===== src/rtl/squeeze_bias_sequencer_if.sv =====
// Stream bundle between the squeeze MAC array, the bias/activation sequencer
// and the expand-layer input buffer. The accumulator side and the activation
// side each use a valid/ready pair. The sequencer is the "slave" modport: it
// sinks accumulator beats and sources activations.
interface squeeze_bias_sequencer_if #(
    parameter int ACC_W = 32,
    parameter int OUT_W = 16,
    parameter int CH_W  = 6
);
    logic [ACC_W-1:0] acc_data;
    logic             acc_valid;
    logic             acc_ready;
    logic [OUT_W-1:0] out_data;
    logic [CH_W-1:0]  out_ch;
    logic             out_valid;
    logic             out_ready;

    // Environment side: drives accumulator beats and downstream ready.
    modport master (
        output acc_data, acc_valid, out_ready,
        input  acc_ready, out_data, out_ch, out_valid
    );

    // Sequencer side: accepts accumulator beats, emits activations.
    modport slave (
        input  acc_data, acc_valid, out_ready,
        output acc_ready, out_data, out_ch, out_valid
    );
endinterface


===== src/rtl/squeeze_bias_sequencer.sv =====
// fire7 squeeze-layer bias/activation sequencer.
// Accepts channel-major accumulator results and adds the per-channel
// sign-magnitude bias. It applies optional ReLU and saturation, then emits
// OUT_W-bit activations through a one-deep output register. One layer pass of
// CH*PIXELS beats is framed by each start pulse.
module squeeze_bias_sequencer #(
    parameter int CH     = 64,
    parameter int PIXELS = 169,
    parameter int ACC_W  = 32,
    parameter int OUT_W  = 16,
    parameter int RELU   = 1
) (
    input  logic                 clk,
    input  logic                 rst,
    input  logic                 start,
    input  logic [CH-1:0][15:0]  bias_mem,
    squeeze_bias_sequencer_if.slave bus,
    output logic                 busy,
    output logic                 done
);
    localparam int CH_W  = (CH > 1) ? $clog2(CH) : 1;
    localparam int PIX_W = (PIXELS > 1) ? $clog2(PIXELS + 1) : 1;
    localparam bit RELU_EN = (RELU != 32'sd0);

    typedef enum logic [1:0] {
        ST_IDLE  = 2'd0,
        ST_RUN   = 2'd1,
        ST_DRAIN = 2'd2,
        ST_DONE  = 2'd3
    } state_t;

    // Sign-magnitude bias to ACC_W+1-bit two's complement; -0 folds to 0.
    function automatic logic signed [ACC_W:0] bias_ext(input logic [15:0] b);
        logic signed [ACC_W:0] mag;
        mag = {{(ACC_W - 14){1'b0}}, b[14:0]};
        if (b[15]) begin
            bias_ext = -mag;
        end else begin
            bias_ext = mag;
        end
    endfunction

    // ReLU (when enabled) followed by saturation to the OUT_W range.
    function automatic logic [OUT_W-1:0] activate(input logic signed [ACC_W:0] s);
        logic signed [ACC_W:0] hi;
        logic signed [ACC_W:0] lo;
        hi = {{(ACC_W - OUT_W + 2){1'b0}}, {(OUT_W - 1){1'b1}}};
        lo = {{(ACC_W - OUT_W + 2){1'b1}}, {(OUT_W - 1){1'b0}}};
        if (RELU_EN && s[ACC_W]) begin
            activate = '0;
        end else if (s > hi) begin
            activate = {1'b0, {(OUT_W - 1){1'b1}}};
        end else if (s < lo) begin
            activate = {1'b1, {(OUT_W - 1){1'b0}}};
        end else begin
            activate = s[OUT_W-1:0];
        end
    endfunction

    state_t               state_r;
    state_t               state_next_s;
    logic [CH_W-1:0]      ch_cnt_r;
    logic [PIX_W-1:0]     pix_cnt_r;
    logic [OUT_W-1:0]     out_data_r;
    logic [CH_W-1:0]      out_ch_r;
    logic                 out_valid_r;
    logic                 busy_r;
    logic                 done_r;

    logic                 acc_ready_s;
    logic                 in_xfer_s;
    logic                 out_xfer_s;
    logic                 last_beat_s;
    logic signed [ACC_W:0] acc_ext_s;
    logic signed [ACC_W:0] sum_s;
    logic [OUT_W-1:0]     act_s;

    // Handshake qualifiers, end-of-pass detect and the bias/activation datapath.
    always_comb begin
        acc_ready_s = (state_r == ST_RUN) && (!out_valid_r || bus.out_ready);
        in_xfer_s   = bus.acc_valid && acc_ready_s;
        out_xfer_s  = out_valid_r && bus.out_ready;
        last_beat_s = (ch_cnt_r == CH_W'(CH - 1)) && (pix_cnt_r == PIX_W'(PIXELS - 1));
        acc_ext_s   = {bus.acc_data[ACC_W-1], bus.acc_data};
        sum_s       = acc_ext_s + bias_ext(bias_mem[ch_cnt_r]);
        act_s       = activate(sum_s);
    end

    // Next-state logic for the pass framing FSM.
    always_comb begin
        state_next_s = state_r;
        case (state_r)
            ST_IDLE: begin
                if (start) begin
                    state_next_s = ST_RUN;
                end else begin
                    state_next_s = ST_IDLE;
                end
            end
            ST_RUN: begin
                if (in_xfer_s && last_beat_s) begin
                    state_next_s = ST_DRAIN;
                end else begin
                    state_next_s = ST_RUN;
                end
            end
            ST_DRAIN: begin
                if (out_xfer_s) begin
                    state_next_s = ST_DONE;
                end else begin
                    state_next_s = ST_DRAIN;
                end
            end
            ST_DONE: begin
                state_next_s = ST_IDLE;
            end
            default: begin
                state_next_s = ST_IDLE;
            end
        endcase
    end

    // State register plus registered busy/done status derived from next state.
    always_ff @(posedge clk or posedge rst) begin
        if (rst) begin
            state_r <= ST_IDLE;
            busy_r  <= 1'b0;
            done_r  <= 1'b0;
        end else begin
            state_r <= state_next_s;
            busy_r  <= (state_next_s != ST_IDLE);
            done_r  <= (state_next_s == ST_DONE);
        end
    end

    // Channel/pixel position of the next input beat; cleared while idle.
    always_ff @(posedge clk or posedge rst) begin
        if (rst) begin
            ch_cnt_r  <= '0;
            pix_cnt_r <= '0;
        end else if (state_r == ST_IDLE) begin
            ch_cnt_r  <= '0;
            pix_cnt_r <= '0;
        end else if (in_xfer_s) begin
            if (ch_cnt_r == CH_W'(CH - 1)) begin
                ch_cnt_r  <= '0;
                pix_cnt_r <= pix_cnt_r + PIX_W'(1);
            end else begin
                ch_cnt_r  <= ch_cnt_r + CH_W'(1);
            end
        end
    end

    // One-deep output register: a new beat overwrites it even while draining.
    always_ff @(posedge clk or posedge rst) begin
        if (rst) begin
            out_data_r  <= '0;
            out_ch_r    <= '0;
            out_valid_r <= 1'b0;
        end else if (in_xfer_s) begin
            out_data_r  <= act_s;
            out_ch_r    <= ch_cnt_r;
            out_valid_r <= 1'b1;
        end else if (out_xfer_s) begin
            out_valid_r <= 1'b0;
        end
    end

    assign bus.acc_ready = acc_ready_s;
    assign bus.out_data  = out_data_r;
    assign bus.out_ch    = out_ch_r;
    assign bus.out_valid = out_valid_r;
    assign busy          = busy_r;
    assign done          = done_r;

endmodule


===== src/flat_wrapper.sv =====
// flat-port wrapper written by rule: the top's interface ports become plain ports
module squeeze_bias_sequencer_flat 
#(
    parameter int CH     = 64,
    parameter int PIXELS = 169,
    parameter int ACC_W  = 32,
    parameter int OUT_W  = 16,
    parameter int RELU   = 1
)
  (clk, rst, start, bias_mem, busy, done, bus_acc_data, bus_acc_valid, bus_out_ready, bus_acc_ready, bus_out_data, bus_out_ch, bus_out_valid);
  squeeze_bias_sequencer_if #(.ACC_W(ACC_W), .OUT_W(OUT_W), .CH_W((6))) bus_i ();
  input  logic clk;
  input  logic rst;
  input  logic start;
  input  logic [CH-1:0][15:0] bias_mem;
  output logic busy;
  output logic done;
  input wire logic [$bits(bus_i.acc_data)-1:0] bus_acc_data;
  input wire logic [$bits(bus_i.acc_valid)-1:0] bus_acc_valid;
  input wire logic [$bits(bus_i.out_ready)-1:0] bus_out_ready;
  output wire logic [$bits(bus_i.acc_ready)-1:0] bus_acc_ready;
  output wire logic [$bits(bus_i.out_data)-1:0] bus_out_data;
  output wire logic [$bits(bus_i.out_ch)-1:0] bus_out_ch;
  output wire logic [$bits(bus_i.out_valid)-1:0] bus_out_valid;
  assign bus_i.acc_data = bus_acc_data;
  assign bus_i.acc_valid = bus_acc_valid;
  assign bus_i.out_ready = bus_out_ready;
  assign bus_acc_ready = bus_i.acc_ready;
  assign bus_out_data = bus_i.out_data;
  assign bus_out_ch = bus_i.out_ch;
  assign bus_out_valid = bus_i.out_valid;
  squeeze_bias_sequencer #(.CH(CH), .PIXELS(PIXELS), .ACC_W(ACC_W), .OUT_W(OUT_W), .RELU(RELU)) u_core (.clk(clk), .rst(rst), .start(start), .bias_mem(bias_mem), .bus(bus_i), .busy(busy), .done(done));
endmodule

===== config.mk =====
export PLATFORM = sky130hd
export DESIGN_NAME = squeeze_bias_sequencer_flat
export DESIGN_NICKNAME = d
export VERILOG_FILES = /design/src/rtl/squeeze_bias_sequencer_if.sv /design/src/rtl/squeeze_bias_sequencer.sv /design/src/flat_wrapper.sv
export SDC_FILE = /design/constraint.sdc
export NUM_CORES = 1
export LEC_CHECK = 0
export CAP_MARGIN = 20
export CORE_AREA = 2 2 429 431
export DETAILED_ROUTE_END_ITERATION = 8
export DIE_AREA = 0 0 431 433
export PLACE_DENSITY_LB_ADDON = 0.3
export SLEW_MARGIN = 10
export SYNTH_ARGS = -nofsm -noshare
export SYNTH_HDL_FRONTEND = slang
export SYNTH_SLANG_ARGS = --single-unit

===== constraint.sdc =====
create_clock -name clk -period 6.8 [get_ports clk]
set_clock_uncertainty 0.05 [all_clocks]
set_input_delay 1.36 -clock clk [delete_from_list [all_inputs] [get_ports clk]]
set_output_delay 1.36 -clock clk [all_outputs]
set_load 0.02 [all_outputs]

==> impl_metrics.env, run 1 <==
export IMPL_synth_avg_cell_area_um2=11.24
export IMPL_timing_final_crit_share_pct=101.5
export IMPL_dieArea_um2=186600
export IMPL_post_route_cells_drive_above_1_share_pct=31.91
export IMPL_hold_slack_ns=0.4267
export IMPL_die_y_um=433
export IMPL_min_from="u_core.bus.out_ch[0]"
export IMPL_worst_slack_ns=-0.1026
export IMPL_min_path_cells=2
export IMPL_cpLargestDelayFamily="multiplexers"
export IMPL_arrival_ns=7.02
export IMPL_tns_ns=-1.129
export IMPL_root_buffer="clkbuf_16"
export IMPL_numCtsBuffers=5
export IMPL_rsz0062_at_grt="yes"
export IMPL_slowest_stage="mux4_2"
export IMPL_dp_hpwl_um=118400
export IMPL_synth_area_um2=12400
export IMPL_ys_flop_type="dfrtp_1"
export IMPL_avgRoutedWirePerCell_um=27.61
export IMPL_critPathKind="input port to flop"
export IMPL_finalMaxSlewViolations=0
export IMPL_postSynth_asyncResetShare_pct=100.0
export IMPL_pre_cts_slack_ns=-1.087
export IMPL_drtIter0Drc=749
export IMPL_holdPathEnd="u_core.bus.out_ch[0]"
export IMPL_grt_pass1_wl_um=167200
export IMPL_ir_drop_uv=147.1
export IMPL_rows=157
export IMPL_post_route_util_pct=15.80
export IMPL_overflow=0
export IMPL_worst_path_max_fanout=8
export IMPL_power_density_nw_per_um2=289.0
export IMPL_multi_input_area_um2=11420
export IMPL_drc=0
export IMPL_io_pins=1087
export IMPL_yosys_cell_types_count=78
export IMPL_clk_latency_ns=0.28
export IMPL_grt_max_degree=42
export IMPL_slowest_delay_ns=0.62
export IMPL_synth_area_leaders="mux4_2 (49%), dfrtp_1 (8.3%), ha_1 (3.7%)"
export IMPL_critPathRequiredTime_ns=6.92
export IMPL_synthesis_instances=1103
export IMPL_yosysTopAreaCellShare_pct=48.87
export IMPL_yosysSeqAreaShare_pct=8.276
export IMPL_nFillCells=20390
export IMPL_yosys_area_top_type="mux4_2"
export IMPL_endpoint_kind="flop"
export IMPL_ant_nets=0
export IMPL_antenna_found_initial=82
export IMPL_r2r_end="u_core.bus.out_data[8]"
export IMPL_critPathLaunchType="input port"
export IMPL_r2r_slack_ns=0.09
export IMPL_htree_num_levels=2
export IMPL_cp_common_cell="mux4_2"
export IMPL_grtUsageTotal_pct=13.38
export IMPL_worstMarginPinSlew_ns=0.7355
export IMPL_grt_pass1_vias=17830
export IMPL_start_util_pct=6.808
export IMPL_period_needed_ns=6.903
export IMPL_leakagePower_nw=9.885
export IMPL_synth_edff_count=0
export IMPL_layout_cells_most_common="clkdlybuf4s50_1"
export IMPL_via_per_inst=3.413
export IMPL_final_cell_mix="clkdlybuf4s50_1 (940), mux4_2 (269), buf_4 (227), nand2_1 (74), nor2_1 (61)"
export IMPL_ys_ff_latch=41
export IMPL_cts_sinks=41
export IMPL_seq_area_um2=1044
export IMPL_area_growth_pct=132.0
export IMPL_nNetsFinal=3445
export IMPL_finalHoldViolCount=0
export IMPL_place_gp_congestion=0.9177
export IMPL_drt_total_wl_um=131200
export IMPL_setup_viol=15
export IMPL_crit_buf_inv=5
export IMPL_maxCapViolCount=0
export IMPL_vias=16220
export IMPL_ys_warn_count=0
export IMPL_drt_pass1_iter_count=6
export IMPL_violations="negative setup slack"
export IMPL_maxSlewHeadroom_pct=50.85
export IMPL_worstPathCellList="clkdlybuf4s15_1 -> mux4_2 -> mux4_2 -> mux4_2 -> or3_4 -> or3_4 -> nor2_4 -> a21oi_2 -> xnor2_1 -> ha_2 -> nand4_1 -> buf_4 -> nor2_4 -> nand3_4 -> a2111oi_4 -> buf_4 -> o311ai_2 -> mux2i_2 -> a31oi_4 -> buf_6 -> buf_12 -> nand3_1 -> o221ai_2 -> nor2_1"
export IMPL_syn_nets=2202
export IMPL_clock_fmax_mhz=144.9
export IMPL_worstReg2RegStart="u_core.ch_cnt_r[0]"
export IMPL_clk_pin_slew_ns=0.06
export IMPL_outcome="complete, but fails checks"
export IMPL_coreArea_um2=182100
export IMPL_die_w_um=431
export IMPL_hold_class="flop to flop"
export IMPL_cts_tree="yes"
export IMPL_place_inst=4704
export IMPL_reg2regPathDepth=25
export IMPL_port_buffers=1086
export IMPL_cts_max_path_buffers=2
export IMPL_final_cells=4751
==> sequential cells by signal, summed over array words and instances, names as in the netlist <==
register	cells
u_core.bus.out_valid	1
u_core.ch_cnt_r	6
u_core.bus.out_data	16
u_core.busy	1
u_core.done	1
u_core.bus.out_ch	6
u_core.state_r	2
u_core.pix_cnt_r	8
==> worst register-to-register path, delay by kind of cell, from the launching register on <==
family          cells  cell delay (ns)
compound gates      5             1.02
xor+xnor            1             0.13
fa+ha+maj           1             0.41
buf+inv             6             1.09
flops               1             0.55
mux                 4             1.82
simple gates        8             1.51
==> where the power goes <==
group	switching, mW	internal (mW)	total [mW]
registers	0.0959	0.315	0.411
logic	3.65	4.02	7.67
clock network	0.0976	0.135	0.232
total	3.85	4.47	8.31
==> synth_stat cells (6+ instances only) <==
cell	count
a211oi_1	9
a21o_1	12
a21oi_1	44
a221oi_1	19
a22o_1	19
a22oi_1	45
a31oi_1	9
and3_1	7
buf_1	16
buf_2	29
buf_4	11
buf_6	14
clkbuf_1	47
dfrtp_1	41
ha_1	37
inv_1	16
mux2i_1	32
mux4_2	269
nand2_1	80
nand2b_1	10
nand3_1	32
nand4_1	11
nor2_1	66
nor2b_1	17
nor3_1	11
o211ai_1	6
o21a_1	6
o21ai_0	30
o221ai_1	11
o221ai_2	10
o22ai_1	9
or3_1	7
xnor2_1	18
xor2_1	22
==> what timing repair did <==
action	in CTS	in global routing
buffers inserted	9	9
endpoints found under the setup margin	15	15
hold buffers	0	0
cloned	2	1
resized for setup	389	114
pin swaps	32	36
==> area by class of cell <==
type	count	share of cell area, %
tap	2385	10.37
inverter	18	0.2349
sequential	41	3.628
antenna	19	0.1653
clock inverter	3	0.06090
timing repair buffer	1353	45.39
multi-input combinational	927	39.71
clock buffer	5	0.4350
==> worst max path at each step <==
stage | from | endpoint | cells past startpoint
after CTS | bias_mem[816] | u_core.bus.out_data[0] | 22
after global placement | bias_mem[955] | u_core.bus.out_data[0] | 24
after detailed placement | bias_mem[993] | u_core.bus.out_data[12] | 20
after global routing | bias_mem[816] | u_core.bus.out_data[5] | 24
final | bias_mem[161] | u_core.bus.out_data[8] | 24
after floorplan | bias_mem[1008] | u_core.bus.out_data[10] | 22
==> per-layer routing <==
metal / share of wire (%) / wire [um] / track usage [%] / vias up
li1: - / - / - / 7226
met1: 40 / 52570 / 15.75 / 8138
met2: 53 / 69060 / 25.28 / 667
met3: 5.8 / 7659 / 3.021 / 138
met4: 1.2 / 1625 / 1.168 / 48
met5: 0.21 / 270 / 0 / -
==> through the flow <==
step	cell area (um^2)	power, mW
floorplan	12410	4.147
global placement	27900	7.743
detailed placement	27900	7.729
CTS	28300	8.274
global route	28730	8.980
finish	28770	8.312
==> logic make-up after synthesis <==
family	after synthesis	share of synthesized area [%]
compound gates	269	16.27
xor+xnor	40	2.826
fa+ha+maj	38	3.896
buf+inv	135	5.561
flops	41	8.276
mux	307	52.09
simple gates	273	11.08
No activity file was read; power rests on OpenSTA's default activity.
==> inputs of run 2 (changes only) <==
CTS_CLUSTER_DIAMETER = 120   (was default)
==> results of run 2 <==
Same layout as run 1: the final DEF is identical, and so are final timing and power.
